[config.mk]
export PLATFORM = sky130hd
export DESIGN_NAME = regfile_stage_flat
export DESIGN_NICKNAME = d
export VERILOG_FILES = /design/src/rtl/cpu_pkg.sv /design/src/rtl/regfile_stage_if.sv /design/src/rtl/regfile4.sv /design/src/rtl/regfile_stage.sv /design/src/flat_wrapper.sv
export SDC_FILE = /design/constraint.sdc
export NUM_CORES = 1
export LEC_CHECK = 0
export CAP_MARGIN = 10
export CORE_ASPECT_RATIO = 0.7
export CORE_MARGIN = 5
export CORE_UTILIZATION = 40
export DETAILED_ROUTE_END_ITERATION = 7
export PLACE_DENSITY = 0.73
export SYNTH_ARGS = -nofsm -noshare
export SYNTH_HDL_FRONTEND = slang
export SYNTH_SLANG_ARGS = --single-unit
[constraint.sdc]
create_clock -name clock -period 1.67 [get_ports clock]
set_input_delay 0.2505 -clock clock [delete_from_list [all_inputs] [get_ports clock]]
set_output_delay 0.2505 -clock clock [all_outputs]
set_load 0.005 [all_outputs]
[src/rtl/cpu_pkg.sv]
// rtl/cpu_pkg.sv - shared datapath widths and instruction field positions
package cpu_pkg;
    localparam int DATA_W = 8;
    localparam int NREG   = 4;
    localparam int IDX_W  = 2;
    localparam int R1_HI  = 7;
    localparam int R1_LO  = 6;
    localparam int R2_HI  = 5;
    localparam int R2_LO  = 4;
    localparam logic [IDX_W-1:0] K1_IDX = 2'd1;
endpackage

[src/rtl/regfile_stage_if.sv]
// rtl/regfile_stage_if.sv - control FSM to regfile_stage strobe/data bundle
interface regfile_stage_if;
    import cpu_pkg::*;

    logic [7:0]        ir;
    logic [DATA_W-1:0] mdr;
    logic [DATA_W-1:0] alu_result;
    logic              OpABLoad;
    logic              OpASel;
    logic              RFWrite;
    logic              RegIn;
    logic              ALUOutWrite;
    logic              FlagWrite;
    logic [DATA_W-1:0] opa;
    logic [DATA_W-1:0] opb;
    logic [DATA_W-1:0] alu_out;
    logic              N;
    logic              Z;

    modport master (
        output ir, mdr, alu_result, OpABLoad, OpASel, RFWrite, RegIn, ALUOutWrite, FlagWrite,
        input  opa, opb, alu_out, N, Z
    );

    modport slave (
        input  ir, mdr, alu_result, OpABLoad, OpASel, RFWrite, RegIn, ALUOutWrite, FlagWrite,
        output opa, opb, alu_out, N, Z
    );
endinterface

[src/rtl/regfile4.sv]
// rtl/regfile4.sv - four-entry register array, two async read ports, debug read, one sync write
module regfile4
    import cpu_pkg::*;
(
    input  logic              clock,
    input  logic              reset,
    input  logic [IDX_W-1:0]  a_idx,
    input  logic [IDX_W-1:0]  b_idx,
    input  logic [IDX_W-1:0]  dbg_idx,
    input  logic              w_en,
    input  logic [IDX_W-1:0]  w_idx,
    input  logic [DATA_W-1:0] w_data,
    output logic [DATA_W-1:0] a_data,
    output logic [DATA_W-1:0] b_data,
    output logic [DATA_W-1:0] dbg_data
);
    logic [DATA_W-1:0] k [NREG];

    always_ff @(posedge clock or posedge reset) begin
        if (reset) begin
            for (int i = 0; i < NREG; i++) begin
                k[i] <= '0;
            end
        end else if (w_en) begin
            k[w_idx] <= w_data;
        end
    end

    assign a_data   = k[a_idx];
    assign b_data   = k[b_idx];
    assign dbg_data = k[dbg_idx];
endmodule

[src/rtl/regfile_stage.sv]
// rtl/regfile_stage.sv - register file, operand latches, ALUOut and N/Z flags of the CPU datapath
module regfile_stage
    import cpu_pkg::*;
(
    input  logic              clock,
    input  logic              reset,
    regfile_stage_if.slave    bus,
    input  logic [IDX_W-1:0]  dbg_sel,
    output logic [DATA_W-1:0] dbg_data
);
    logic [IDX_W-1:0]  ra;
    logic [IDX_W-1:0]  rb;
    logic [DATA_W-1:0] a_data;
    logic [DATA_W-1:0] b_data;
    logic [DATA_W-1:0] w_data;
    logic [DATA_W-1:0] opa_q;
    logic [DATA_W-1:0] opb_q;
    logic [DATA_W-1:0] alu_out_q;
    logic              n_q;
    logic              z_q;
    logic [3:0]        unused_ir_low;

    assign unused_ir_low = bus.ir[3:0];

    // The write index follows read A, so OpASel also redirects the write to k1.
    assign ra     = bus.OpASel ? K1_IDX : bus.ir[R1_HI:R1_LO];
    assign rb     = bus.ir[R2_HI:R2_LO];
    assign w_data = bus.RegIn ? bus.mdr : alu_out_q;

    regfile4 u_regfile4 (
        .clock    (clock),
        .reset    (reset),
        .a_idx    (ra),
        .b_idx    (rb),
        .dbg_idx  (dbg_sel),
        .w_en     (bus.RFWrite),
        .w_idx    (ra),
        .w_data   (w_data),
        .a_data   (a_data),
        .b_data   (b_data),
        .dbg_data (dbg_data)
    );

    always_ff @(posedge clock or posedge reset) begin
        if (reset) begin
            opa_q     <= '0;
            opb_q     <= '0;
            alu_out_q <= '0;
            n_q       <= 1'b0;
            z_q       <= 1'b0;
        end else begin
            if (bus.OpABLoad) begin
                opa_q <= a_data;
                opb_q <= b_data;
            end
            if (bus.ALUOutWrite) begin
                alu_out_q <= bus.alu_result;
            end
            if (bus.FlagWrite) begin
                n_q <= bus.alu_result[DATA_W-1];
                z_q <= (bus.alu_result == '0);
            end
        end
    end

    assign bus.opa     = opa_q;
    assign bus.opb     = opb_q;
    assign bus.alu_out = alu_out_q;
    assign bus.N       = n_q;
    assign bus.Z       = z_q;
endmodule

[src/flat_wrapper.sv]
// flat-port wrapper written by rule: the top's interface ports become plain ports
module regfile_stage_flat import cpu_pkg::*;
  (clock, reset, dbg_sel, dbg_data, bus_ir, bus_mdr, bus_alu_result, bus_OpABLoad, bus_OpASel, bus_RFWrite, bus_RegIn, bus_ALUOutWrite, bus_FlagWrite, bus_opa, bus_opb, bus_alu_out, bus_N, bus_Z);
  regfile_stage_if bus_i ();
  input  logic clock;
  input  logic reset;
  input  logic [IDX_W-1:0] dbg_sel;
  output logic [DATA_W-1:0] dbg_data;
  input wire logic [$bits(bus_i.ir)-1:0] bus_ir;
  input wire logic [$bits(bus_i.mdr)-1:0] bus_mdr;
  input wire logic [$bits(bus_i.alu_result)-1:0] bus_alu_result;
  input wire logic [$bits(bus_i.OpABLoad)-1:0] bus_OpABLoad;
  input wire logic [$bits(bus_i.OpASel)-1:0] bus_OpASel;
  input wire logic [$bits(bus_i.RFWrite)-1:0] bus_RFWrite;
  input wire logic [$bits(bus_i.RegIn)-1:0] bus_RegIn;
  input wire logic [$bits(bus_i.ALUOutWrite)-1:0] bus_ALUOutWrite;
  input wire logic [$bits(bus_i.FlagWrite)-1:0] bus_FlagWrite;
  output wire logic [$bits(bus_i.opa)-1:0] bus_opa;
  output wire logic [$bits(bus_i.opb)-1:0] bus_opb;
  output wire logic [$bits(bus_i.alu_out)-1:0] bus_alu_out;
  output wire logic [$bits(bus_i.N)-1:0] bus_N;
  output wire logic [$bits(bus_i.Z)-1:0] bus_Z;
  assign bus_i.ir = bus_ir;
  assign bus_i.mdr = bus_mdr;
  assign bus_i.alu_result = bus_alu_result;
  assign bus_i.OpABLoad = bus_OpABLoad;
  assign bus_i.OpASel = bus_OpASel;
  assign bus_i.RFWrite = bus_RFWrite;
  assign bus_i.RegIn = bus_RegIn;
  assign bus_i.ALUOutWrite = bus_ALUOutWrite;
  assign bus_i.FlagWrite = bus_FlagWrite;
  assign bus_opa = bus_i.opa;
  assign bus_opb = bus_i.opb;
  assign bus_alu_out = bus_i.alu_out;
  assign bus_N = bus_i.N;
  assign bus_Z = bus_i.Z;
  regfile_stage u_core (.clock(clock), .reset(reset), .bus(bus_i), .dbg_sel(dbg_sel), .dbg_data(dbg_data));
endmodule
; ---- Word-level counts from Yosys, hierarchy flattened
; Cells that the tools add are included.
[word_totals]
register_bits = 58
output_inout_bits = 34
word_cells = 32
[classes]
order_cmp = 4
mux = 14
n_bitwise = 3
reduce_logical = 2
[ops]
columns = op, count
row1 = $mux W8, 8
row2 = $bmux W8 S2, 3
row3 = $bwmux W32, 1
row4 = $demux W8 S2, 1
row5 = $ge A3 B3 Y1 const B, 3
row6 = $not A2 Y3, 3
row7 = $logic_not A8 Y1, 1
row8 = $lt A3 B1 Y1 const B, 1
row9 = $mux W2, 1
row10 = $logic_and A1 B1 Y1, 1

; ---- Depth between registers and ports, before layout
[depth]
ltp_word = 7
depth_mapped = 6
depth_no_buf = 4

; ---- Cells and area by module
; From an unflattened synthesis, not the netlist that was laid out.
[unflattened]
hier_cells = 170
hier_area_um2 = 2935.3
[by_module_without_submodules]
columns = module, n_inst, cells_each, area_each_um2
row1 = regfile4, 1, 99, 1786.7
row2 = regfile_stage, 1, 71, 1148.6

; ---- Least setup slack after synthesis
; Ideal clock, no wire load.
[synth_timing]
path_type = input -> register
startpoint = input port bus_ir[4]
endpoint = register u_core.opb_q[4], in the netlist u_core.bus.opb[4]
setup_ns = 0.125
arrival_time_ns = 1.237
required_ns = 1.545
setup_slack_ns = 0.309
cell_stages = 3
path_buffers = 1
path_cell_list = buf_2 mux4_2 mux2_2
[synth_via]
elab_chain_len = 4
[synth_lines]
columns = item, line_no
row1 = from (decl), flat_wrapper.sv:9  ; input wire logic [$bits(bus_i.ir)-1:0] bus_ir;
row2 = $not A2 Y3 (implied by the code), regfile4.sv:30  ; assign b_data = k[b_idx];
row3 = $bmux W8 S2, regfile4.sv:30
row4 = $mux W8 (implied by the code) (2 in a row), regfile4.sv:30
row5 = to (signal assigned), regfile_stage.sv:54  ; opb_q <= b_data;
row6 = to (decl), regfile_stage.sv:17  ; logic [DATA_W-1:0] opb_q;
; No other way between the ends. The select of a mux whose other input is x is not followed.
; A chain may end at the register's enable or synchronous reset.

; ---- Worst setup path after layout
[layout_timing]
startpoint = register u_core.u_regfile4.k[31] in the netlist's numbering
endpoint = output port dbg_data[7]
[layout_via]
elab_chain_len = 3
[layout_lines]
columns = item, line_no
row1 = from (decl), regfile4.sv:17  ; logic [DATA_W-1:0] k [NREG];
row2 = "from (signal, indexed assignment)", regfile4.sv:25  ; k[w_idx] <= w_data;
row3 = $bmux W8 S2, regfile4.sv:31  ; assign dbg_data = k[dbg_idx];
row4 = $mux W8 (implied by the code) (2 in a row), regfile4.sv:31
row5 = to (decl), flat_wrapper.sv:8  ; output logic [DATA_W-1:0] dbg_data;
; No other way between the ends. The select of a mux whose other input is x is not followed.

==> impl_metrics.csv <==
group,metric,value,unit
clocking,cts_tree,"done",
floorplanning,num_io_pins,68,
critical_path,r2r_start,"u_core.u_regfile4.k[27]",
power,peakVddDrop,0.499,mV
floorplanning,die_width,112,um
route,drtPass1Iterations,4,
floorplanning,die_h,81.3,um
place,place_inst,436,
sta,hold_violations,0,
floorplanning,dieArea,9080,sq um
critical_path,r2r_setup_slack,250,ps
sta,setup_ws,43.5,ps
floorplanning,core-area,7190,sq um
power,total_power,4.54,mW
worst_hold_path,min_path_type,"in -> async",
logic_synthesis,synth_nets,273,
sta,holdWs,270,ps
critical_path,crit_fanout,2,
clocking,cts.reportedPaths.clkPinSlew,70,ps
status,status,"completed",
clocking,cts.sinks,58,
power,p_switching,1.31,mW
power,power_frac_comb,0.331,
clocking,clockRootBuffer,"clkbuf_8",
grt,overflow,0,
finish,final_cell_mix,"dfrtp_1 (58), clkdlybuf4s50_1 (53), buf_4 (48), nor2_1 (24), a21oi_1 (21)",
logic_synthesis,synth_cell_type_count,28,
finish,fill_cells,622,
power,p_int,3.23,mW
place,pre_cts_slack,-484,ps
power,power_frac_seq,0.403,
clocking,insertion_delay,340,ps
place,place.gp.congestion,0.814,
clocking,clock_path_buffers,2,
power,netSwitchingFraction,0.288,
finish,nNetsFinal,388,
critical_path,r2r-end,"u_core.bus.opb[3]",
route,avgRoutedWirePerCell,17.9,um
finish,area_delta_synth_final,46.4,%
critical_path,setup.worst_path.end_class,"output pin",
clocking,htreeDepth,3,
logic_synthesis,synthCells,239,
finish,drive_above_1_share,0.345,
grt,antenna_found_initial,0,
route,vias,2351,
route,final_antenna_net_count,0,
power,p_clk_frac,0.267,
critical_path,arrival,1380,ps
place,post-dp-hpwl,6.18,mm
critical_path,rr_worst_depth,3,
place,io_buffers,63,
logic_synthesis,syn_area,2900,sq um
sta,worst_slew_pin_slew,434,ps
logic_synthesis,ys.flop_type,"dfrtp_1",
finish,instances_no_fill,455,
logic_synthesis,ys_warn_count,0,
power,p_per_area,1070,nW/um^2
logic_synthesis,ys_seq_elements,58,
grt,grt_pass1_wl,13.6,mm
route,drt-total-wl,8.14,mm
sta,fin_skew,8.79,ps
sta,slew_headroom,0.710,
sta,max_clock_freq,615,MHz
clocking,numCtsBuffers,9,
grt,gr-usage-all-layers,0.195,
sta,period_share,0.974,
logic_synthesis,yosysSeqAreaShare,0.500,
critical_path,crit_type,"reg -> out",
floorplanning,initial_core_util,0.404,
route,viasPerCell,5.17,
critical_path,crit_required,1420,ps
logic_synthesis,synth_edf_count,0,
finish,layout_commonest_cell,"dfrtp_1",
flow_run,max_cap_viol_count,0,
route,drcViolationCount,0,
power,p_leak,1.83,nW
grt,grt_pass1_vias,2509,
sta,rsz0062_at_grt,"false",
clocking,postCtsHoldBufs,0,
floorplanning,core.rowCount,26,
logic_synthesis,async_flop_share,1.00,
sta,final.min_clock_period,1630,ps
sta,setup_viol,0,
sta,finalSetupTns,0,ps
critical_path,cp-start-kind,"register",
finish,num_antenna_cells,0,
sta,slew_violations,0,
route,dr.first_iter.drc_count,180,
grt,grt_max_degree,25,
logic_synthesis,syn_area_per_cell,12.1,sq um
## state kept, by name, summed over array words and instances, names as in the netlist
name and cells:
u_core.bus.N 1, u_core.bus.Z 1, u_core.bus.alu_out 8, u_core.bus.opa 8, u_core.bus.opb 8, u_core.u_regfile4.k 32
## logic make-up (layout without fill, tap and decap cells)
group,after synthesis,count (layout),synth area share
AOI/OAI and AO/OA,57,57,0.116
DFF,58,58,0.500
muxes,49,49,0.246
buffers and inverters,21,139,0.0423
and+or+nand+nor,54,54,0.0957
## metrics by stage
| stage | area, sq um | util |
|---|---|---|
| floorplan | 2910 | - |
| global placement | 4080 | 0.567 |
| detailed placement | 4080 | 0.567 |
| CTS | 4260 | 0.592 |
| global route | 4250 | 0.591 |
| finish | 4250 | 0.591 |
## layer usage
layer,GRT usage,part of all wire
met1,0.273,0.48
met2,0.288,0.41
met3,0.0722,0.096
met4,0.0510,0.0070
met5,0,0
## area by class of cell
class                      instances  area [sq um]  share of cell area
clock inverter                     4          45.0              0.0106
tap                               98           123              0.0289
clock buffer                      10           128              0.0300
timing repair buffer             121          1150               0.271
sequential                        58          1450               0.342
inverter                           4          23.8             0.00560
multi-input combinational        160          1330               0.313
## cells in the mapped netlist, types with 3 or more instances
master,count,share of area
mux2i_1,15,0.052
nor2_1,24,0.031
buf_2,7,0.012
clkbuf_1,5,0.0065
nand2_1,19,0.025
o21ai_0,17,0.029
a22oi_1,6,0.016
mux2_2,18,0.070
mux4_2,16,0.12
dfrtp_1,58,0.50
o2bb2ai_1,6,0.018
inv_1,3,0.0039
a21oi_1,21,0.036
buf_6,3,0.012
## worst max-delay path, stage by stage, from the launching register on
cell     delay (ps)
dfrtp_1         400
mux4_2          490
buf_2           150
## timing repair
item	CTS	global route
gates cloned	0	0
setup endpoints to repair	8	2
gates resized for setup	31	2
buffers inserted	5	0
## worst max path at each step
stage	from	to	slack [ps]	cells after the start
finish	u_core.u_regfile4.k[31]	dbg_data[7]	40	2
floorplan	bus_ir[4]	u_core.bus.opb[4]	310	3
CTS	u_core.u_regfile4.k[13]	dbg_data[5]	1	2
global route	u_core.u_regfile4.k[6]	dbg_data[6]	10	2
global placement	dbg_sel[0]	dbg_data[3]	-470	4
detailed placement	dbg_sel[0]	dbg_data[0]	-480	4
## power groups by stage
stage	clock network, mW	registers, mW	logic [mW]
2_1_floorplan	0	1.87	0.594
3_3_place_gp	0	1.84	1.47
3_5_place_dp	0	1.86	1.52
4_1_cts	1.24	1.83	1.51
5_1_grt	1.30	1.86	1.63
6_report	1.21	1.83	1.50
No activity file was read; power rests on OpenSTA's default activity.
